--- config.mk ---
export PLATFORM = sky130hd
export DESIGN_NAME = mmio_uart_tx
export DESIGN_NICKNAME = d
export VERILOG_FILES = /design/src/rtl/mmio_uart_tx_pkg.sv /design/src/rtl/mmio_uart_tx_fifo.sv /design/src/rtl/mmio_uart_tx.sv
export SDC_FILE = /design/constraint.sdc
export NUM_CORES = 1
export LEC_CHECK = 0
export ABC_AREA = 0
export BUFFER_PORTS_ARGS = -buffer_cell sky130_fd_sc_hd__buf_2
export CAP_MARGIN = 20
export CORE_UTILIZATION = 54
export DETAILED_ROUTE_END_ITERATION = 8
export GPL_ROUTABILITY_DRIVEN = 0
export PLACE_DENSITY = 0.81
export SYNTH_ARGS = -nofsm -noshare
export SYNTH_HDL_FRONTEND = slang
export SYNTH_SLANG_ARGS = --single-unit
--- constraint.sdc ---
create_clock -name clk -period 3.05 [get_ports clk]
set_input_delay 0.61 -clock clk [delete_from_list [all_inputs] [get_ports clk]]
set_output_delay 0.61 -clock clk [all_outputs]
set_load 0.01 [all_outputs]
--- src/rtl/mmio_uart_tx_pkg.sv ---
// Shared definitions for the memory-mapped UART transmitter: register offsets,
// STATUS bit positions, serializer states and the STATUS word builder.
package mmio_uart_tx_pkg;

   localparam logic [1:0] UART_REG_TXDATA = 2'd0;
   localparam logic [1:0] UART_REG_STATUS = 2'd1;
   localparam logic [1:0] UART_REG_DIV    = 2'd2;

   localparam int unsigned UART_ST_FULL  = 0;
   localparam int unsigned UART_ST_EMPTY = 1;
   localparam int unsigned UART_ST_BUSY  = 2;
   localparam int unsigned UART_ST_OVF   = 3;

   typedef enum logic [1:0] {
      UART_IDLE  = 2'd0,
      UART_START = 2'd1,
      UART_DATA  = 2'd2,
      UART_STOP  = 2'd3
   } uart_state_e;

   function automatic logic [31:0] uart_status_word(input logic       full,
                                                    input logic       empty,
                                                    input logic       busy,
                                                    input logic       ovf,
                                                    input logic [7:0] cnt);
      logic [31:0] w;
      w                = '0;
      w[UART_ST_FULL]  = full;
      w[UART_ST_EMPTY] = empty;
      w[UART_ST_BUSY]  = busy;
      w[UART_ST_OVF]   = ovf;
      w[15:8]          = cnt;
      return w;
   endfunction

endpackage

--- src/rtl/mmio_uart_tx_fifo.sv ---
// Synchronous show-ahead FIFO for the UART transmit path; pointers carry an
// extra MSB so full and empty are distinguished without a separate flag.
module uart_tx_fifo
   import mmio_uart_tx_pkg::*;
#(
   parameter int unsigned WIDTH = 8,
   parameter int unsigned DEPTH = 16
) (
   input  logic                     clk,
   input  logic                     reset,
   input  logic                     push,
   input  logic [WIDTH-1:0]         din,
   input  logic                     pop,
   output logic [WIDTH-1:0]         dout,
   output logic                     full,
   output logic                     empty,
   output logic [$clog2(DEPTH):0]   count
);

   localparam int unsigned AW = $clog2(DEPTH);

   logic [WIDTH-1:0] mem_q [DEPTH];
   logic [AW:0]      wptr_q, wptr_d;
   logic [AW:0]      rptr_q, rptr_d;
   logic             do_push, do_pop;

   assign count = wptr_q - rptr_q;
   assign full  = (count == (AW + 1)'(DEPTH));
   assign empty = (count == '0);
   assign dout  = mem_q[rptr_q[AW-1:0]];

   // A pop in the same cycle frees a slot, so a push to a full FIFO is accepted then.
   assign do_pop  = pop & ~empty;
   assign do_push = push & (~full | do_pop);

   always_comb begin
      wptr_d = wptr_q;
      rptr_d = rptr_q;
      if (do_push) wptr_d = wptr_q + 1'b1;
      if (do_pop)  rptr_d = rptr_q + 1'b1;
   end

   always_ff @(posedge clk or posedge reset) begin
      if (reset) begin
         wptr_q <= '0;
         rptr_q <= '0;
      end else begin
         wptr_q <= wptr_d;
         rptr_q <= rptr_d;
      end
   end

   always_ff @(posedge clk) begin
      if (do_push) mem_q[wptr_q[AW-1:0]] <= din;
   end

endmodule

--- src/rtl/mmio_uart_tx.sv ---
// Memory-mapped UART transmitter on the CPU data-RAM port: 4-word register
// window, TX FIFO and an 8N1 serializer with a per-frame latched divisor.
module mmio_uart_tx
   import mmio_uart_tx_pkg::*;
#(
   parameter logic [29:0] BASE_WADDR = 30'h0000_4000,
   parameter int unsigned FIFO_DEPTH = 16,
   parameter logic [15:0] DIV_RESET  = 16'd434
) (
   input  logic        clk,
   input  logic        reset,
   input  logic [29:0] address,
   input  logic [3:0]  byteena,
   input  logic [31:0] data,
   input  logic        wren,
   output logic [31:0] q,
   output logic        sel,
   output logic        tx,
   output logic        irq_empty
);

   localparam int unsigned CW = $clog2(FIFO_DEPTH) + 1;

   logic [29:0]   off;
   logic          in_win;
   logic [1:0]    reg_idx;
   logic          wr_txdata, wr_status, wr_div;
   logic          clr_ovf, push_drop;

   logic [7:0]    f_dout;
   logic          f_full, f_empty, f_pop;
   logic [CW-1:0] f_count;
   logic [8:0]    cnt9;

   uart_state_e   state_q, state_d;
   logic [2:0]    bit_q, bit_d;
   logic [15:0]   cnt_q, cnt_d;
   logic [15:0]   div_lat_q, div_lat_d;
   logic [7:0]    shift_q, shift_d;
   logic          tx_q, tx_d;
   logic [15:0]   div_q, div_d;
   logic [15:0]   div_eff;
   logic          ovf_q, ovf_d;
   logic [31:0]   q_q, q_d;
   logic          sel_q, sel_d;
   logic          unused_bits;

   // Subtracting the base makes addresses below the window wrap high and fall out.
   assign off     = address - BASE_WADDR;
   assign in_win  = (off < 30'd4);
   assign reg_idx = off[1:0];

   assign wr_txdata = wren & in_win & (reg_idx == UART_REG_TXDATA) & byteena[0];
   assign wr_status = wren & in_win & (reg_idx == UART_REG_STATUS);
   assign wr_div    = wren & in_win & (reg_idx == UART_REG_DIV);
   assign clr_ovf   = wr_status & byteena[0] & data[UART_ST_OVF];
   assign push_drop = wr_txdata & f_full & ~f_pop;

   assign div_eff = (div_q == '0) ? 16'd1 : div_q;
   assign cnt9    = 9'(f_count);

   assign unused_bits = ^{data[31:16], byteena[3:2], cnt9[8]};

   uart_tx_fifo #(
      .WIDTH (8),
      .DEPTH (FIFO_DEPTH)
   ) u_fifo (
      .clk   (clk),
      .reset (reset),
      .push  (wr_txdata),
      .din   (data[7:0]),
      .pop   (f_pop),
      .dout  (f_dout),
      .full  (f_full),
      .empty (f_empty),
      .count (f_count)
   );

   always_comb begin
      state_d   = state_q;
      bit_d     = bit_q;
      cnt_d     = cnt_q;
      div_lat_d = div_lat_q;
      shift_d   = shift_q;
      tx_d      = tx_q;
      f_pop     = 1'b0;
      case (state_q)
         UART_IDLE: begin
            tx_d = 1'b1;
            if (!f_empty) begin
               f_pop     = 1'b1;
               shift_d   = f_dout;
               div_lat_d = div_eff;
               cnt_d     = div_eff - 16'd1;
               tx_d      = 1'b0;
               state_d   = UART_START;
            end
         end
         UART_START: begin
            if (cnt_q == '0) begin
               state_d = UART_DATA;
               bit_d   = 3'd0;
               tx_d    = shift_q[0];
               cnt_d   = div_lat_q - 16'd1;
            end else begin
               cnt_d = cnt_q - 16'd1;
            end
         end
         UART_DATA: begin
            if (cnt_q == '0) begin
               cnt_d = div_lat_q - 16'd1;
               if (bit_q == 3'd7) begin
                  state_d = UART_STOP;
                  tx_d    = 1'b1;
               end else begin
                  bit_d   = bit_q + 3'd1;
                  shift_d = {1'b0, shift_q[7:1]};
                  tx_d    = shift_q[1];
               end
            end else begin
               cnt_d = cnt_q - 16'd1;
            end
         end
         UART_STOP: begin
            if (cnt_q == '0) begin
               state_d = UART_IDLE;
               tx_d    = 1'b1;
            end else begin
               cnt_d = cnt_q - 16'd1;
            end
         end
         default: begin
            state_d = UART_IDLE;
            tx_d    = 1'b1;
         end
      endcase
   end

   always_comb begin
      div_d = div_q;
      ovf_d = ovf_q;
      if (wr_div && byteena[0]) div_d[7:0]  = data[7:0];
      if (wr_div && byteena[1]) div_d[15:8] = data[15:8];
      // A new overflow wins over a same-cycle software clear.
      if (clr_ovf)   ovf_d = 1'b0;
      if (push_drop) ovf_d = 1'b1;

      q_d   = '0;
      sel_d = in_win;
      if (in_win) begin
         case (reg_idx)
            UART_REG_STATUS: q_d = uart_status_word(f_full, f_empty,
                                                    state_q != UART_IDLE,
                                                    ovf_q, cnt9[7:0]);
            UART_REG_DIV:    q_d = {16'h0000, div_q};
            default:         q_d = '0;
         endcase
      end
   end

   always_ff @(posedge clk or posedge reset) begin
      if (reset) begin
         state_q   <= UART_IDLE;
         bit_q     <= '0;
         cnt_q     <= '0;
         div_lat_q <= 16'd1;
         shift_q   <= '0;
         tx_q      <= 1'b1;
         div_q     <= DIV_RESET;
         ovf_q     <= 1'b0;
         q_q       <= '0;
         sel_q     <= 1'b0;
      end else begin
         state_q   <= state_d;
         bit_q     <= bit_d;
         cnt_q     <= cnt_d;
         div_lat_q <= div_lat_d;
         shift_q   <= shift_d;
         tx_q      <= tx_d;
         div_q     <= div_d;
         ovf_q     <= ovf_d;
         q_q       <= q_d;
         sel_q     <= sel_d;
      end
   end

   assign q         = q_q;
   assign sel       = sel_q;
   assign tx        = tx_q;
   assign irq_empty = f_empty & (state_q == UART_IDLE);

endmodule
==> summary.txt <==
Outcome
  – Status: finished, violations left
  – Failing checks: negative setup slack

Power and ir drop
  – Pint: 5.70 mW
  – Static leakage power: 5.05 nW
  – Clock power share: 38.1%
  – Flop pwr share: 44.2%
  – Sw Ratio: 27.0%
  – Comb pwr share: 17.8%
  – VDD IR max: 0.494 mV
  – PwrDens: 631 nW/um^2
  – Total net switching power: 2.11 mW

STA
  – Final Setup Violations: 1
  – Fin crit period: 3.26 ns
  – RSZ-0062 raised after global routing: yes
  – Final hold vios: 0
  – Relative slew slack: 48.8%
  – Fmax: 0.307 GHz
  – Hold slack: 0.149 ns
  – Tcrit/Tclk final: 107%
  – Setup ws final: -0.208 ns
  – Max-slew violation count: 0
  – Final Skew: 0.0135 ns
  – Slew @ Worst Pin: 0.766 ns

Setup path
  – Reg2reg setup slack: 0.05 ns
  – Critical Path, Cell by Cell: ha_4 -> fa_2 -> nand3b_1 -> nor4b_4 -> nor2_4 -> nor3_4 -> buf_2
  – Setup CP Type: reg -> out
  – CP Max Fanout: 3
  – Worst EP required: 2.44 ns
  – Crit-path slowest cell: fa_2
  – Crit. End Element: output port
  – Worst path max stage delay: 0.55 ns
  – Startpoint types: register
  – Arr. time, crit path: 2.65 ns

Routing
  – Drt drc: 0
  – Routed Antenna Nets: 0
  – Number of DRC markers in iteration 0: 628
  – Via/cell ratio: 5.97
  – Routed Wire Length: 25,000 um
  – Routed len/inst: 20.4 um
  – Pre-Repair DR Iteration Count: 4
  – Vias: 7,308

Job
  – Max-Cap Viols: 0

Hold path
  – Worst hold-check path type: in -> async

Clock network
  – CTS Buf Count: 23
  – # H-tree levels: 1
  – Clock transition at path regs: 0.06 ns
  – Clock root buffer master: clkbuf_16
  – # hold bufs at CTS: 0
  – Clock latency on the worst-skew pair: 0.53 ns
  – CTS tree: built
  – CTS Buffer Depth: 3
  – # clock sinks: 218

Layout
  – Nets@finish: 1,039
  – Final core occ: 65.6%
  – ANT cells: 0
  – Multi-input gate area: 4130 um^2
  – Register area: 6110 um^2
  – Synthesis-to-layout area growth: 18.1%
  – FILL cells: 1,342
  – Share of cells above drive strength 1: 28.7%
  – Design Area, Final: 12,400 um^2

Placed design
  – Buffers on Ports: 69
  – Dpl cell area: 11,500 um^2
  – DP HPWL: 16,900 um
  – Pre-CTS setup slack: -0.0152 ns

Yosys
  – Ys flop type: edfxtp_1
  – Post-Synthesis Cell Area: 10,500 um^2
  – Seq cells post-synth: 218
  – Post-synth cell types: 76
  – Synth area leader: edfxtp_1
  – Number of flops mapped to enable cells by yosys: 128
  – Post-synthesis sequential area ratio: 58.2%
  – Yosys top cell area share: 36.6%
  – Async SR Flop Fraction: 41.3%
  – Synth area leaders: edfxtp_1 (37%), dfrtp_1 (20%), mux4_2 (6.9%), nand2_1 (4.3%), ha_1 (2.5%)
  – Most frequent cell after synthesis: edfxtp_1
  – Mean post-synth cell area: 12.6 um^2
  – Top cells by count, synth: edfxtp_1 (128), nand2_1 (120), dfrtp_1 (83)
  – Yosys Warn Count: 0
  – Post-Syn Instances: 831

Floorplan
  – Io pins: 104
  – FP Rows: 50
  – DIE HEIGHT: 141 um
  – Die Area: 20,000 um^2
  – Core Box Area: 18,900 um^2
  – Initial Util: 55.5%
  – DIE WIDTH: 141 um

Global routing
  – Remaining global-route overflow: 0
  – Number of global-route vias before repair: 7,262
  – Largest net degree at the start of global routing: 58
  – First-pass GRT wire length: 39,200 um
  – Antenna violations before repair: 0
  – Gr usage total: 25.8%
placed cells by master, fill, tap and decap left out, drive strengths merged, types with 7 or more instances in the layout:
| master | instances |
|---|---|
| buf | 133 |
| edfxtp | 128 |
| nand2 | 122 |
| dfrtp | 83 |
| nor2 | 60 |
| mux4 | 32 |
| clkbuf | 31 |
| a21oi | 30 |
| o21ai | 30 |
| inv | 24 |
| xnor2 | 23 |
| ha | 21 |
| xor2 | 17 |
| mux2 | 17 |
| nor4 | 17 |
| conb | 16 |
| nor3 | 16 |
| and3 | 15 |
| nand3 | 10 |
| nand4 | 10 |
| clkinv | 10 |
| a22oi | 9 |
| a22o | 8 |
| o31ai | 8 |
| a311oi | 7 |
| dfstp | 7 |
cells by family (layout without fill, tap and decap cells):
| family | count (synthesis) | in the layout | synth area share [%] |
|---|---|---|---|
| adders and majority gates | 22 | 22 | 2.70 |
| and+or+nand+nor | 285 | 285 | 14.0 |
| other | 1 | 16 | 0.0357 |
| DFF | 218 | 218 | 58.2 |
| AOI/OAI and AO/OA | 132 | 132 | 8.86 |
| buffers and inverters | 83 | 202 | 4.11 |
| muxes | 50 | 50 | 8.79 |
| xor gates and xnor gates | 40 | 40 | 3.34 |
power by group through the flow:
stage	clock [mW]	sequential [mW]	combinational (mW)
floorplan	0	3.47	1.07
global placement	0	3.50	1.31
detailed placement	0	3.50	1.35
CTS	3.02	3.45	1.37
global route	3.12	3.47	1.54
finish	2.97	3.45	1.39
final timing paths:
path	endpoint	cells after the start	start
min in group clk	div_q[14]$_DFFE_PP0P_	2	data[14]
max	irq_empty	7	u_fifo.rptr_q[0]$_DFFE_PP0P_
max reg2reg	u_fifo.mem_q[14][5]$_DFFE_PP_	10	u_fifo.rptr_q[0]$_DFFE_PP0P_
min reg2reg	ovf_q$_DFFE_PP0P_	2	ovf_q$_DFFE_PP0P_
max in group asynchronous	div_q[1]$_DFFE_PP1P_	3	reset
min	cnt_q[12]$_DFFE_PP0P_	2	reset
worst max-delay path: cells and delay by family, from the launching register on:
family                   cells  cell delay [ns]
buffers and inverters        1             0.17
adder cells (fa/ha/maj)      2             0.72
flip-flops                   1             0.43
AND/OR/NAND/NOR              4             0.80
repair_timing:
item                                    CTS  global route
pin swaps                                 6             7
hold endpoints to repair                  0             0
gates resized for setup                   7             8
buffers inserted                          1             2
endpoints found under the setup margin    1           133
cell type report:
class                   count  share of cell area [%]
flip-flops and latches    218                    49.3
well taps                 260                    2.63
multi-input cells         545                    33.3
clock buffers              31                    5.21
repair buffers            133                    7.37
inverters                  27                   0.828
clock inverters            11                    1.37
flip-flops by register name (all words and copies together), names as in the netlist, 2 cells and up:
register and cells:
q 16, u_fifo.mem_q 128, cnt_q 16, div_lat_q 16, shift_q 8, u_fifo.rptr_q 5, bit_q 3, u_fifo.wptr_q 5
state_q 2, div_q 16
metrics by stage:
| step | power (mW) | TNS, ns | std cells |
|---|---|---|---|
| floorplan | 4.54 | -10.05 | 846 |
| global placement | 4.81 | 0 | 1180 |
| detailed placement | 4.86 | -0.132 | 1180 |
| CTS | 7.83 | -0.254 | 1223 |
| global route | 8.12 | -1.60 | 1225 |
| finish | 7.81 | -0.208 | 1225 |
layer usage:
metal / global-route usage [%] / up-vias / routed length [um]
met2: 44.6 / 354 / 12700
li1: - / 3296 / -
met5: 0 / - / 0
met3: 3.48 / 61 / 1690
met1: 33.2 / 3597 / 9730
met4: 10.1 / 0 / 875
No activity file was read; power rests on OpenSTA's default activity.
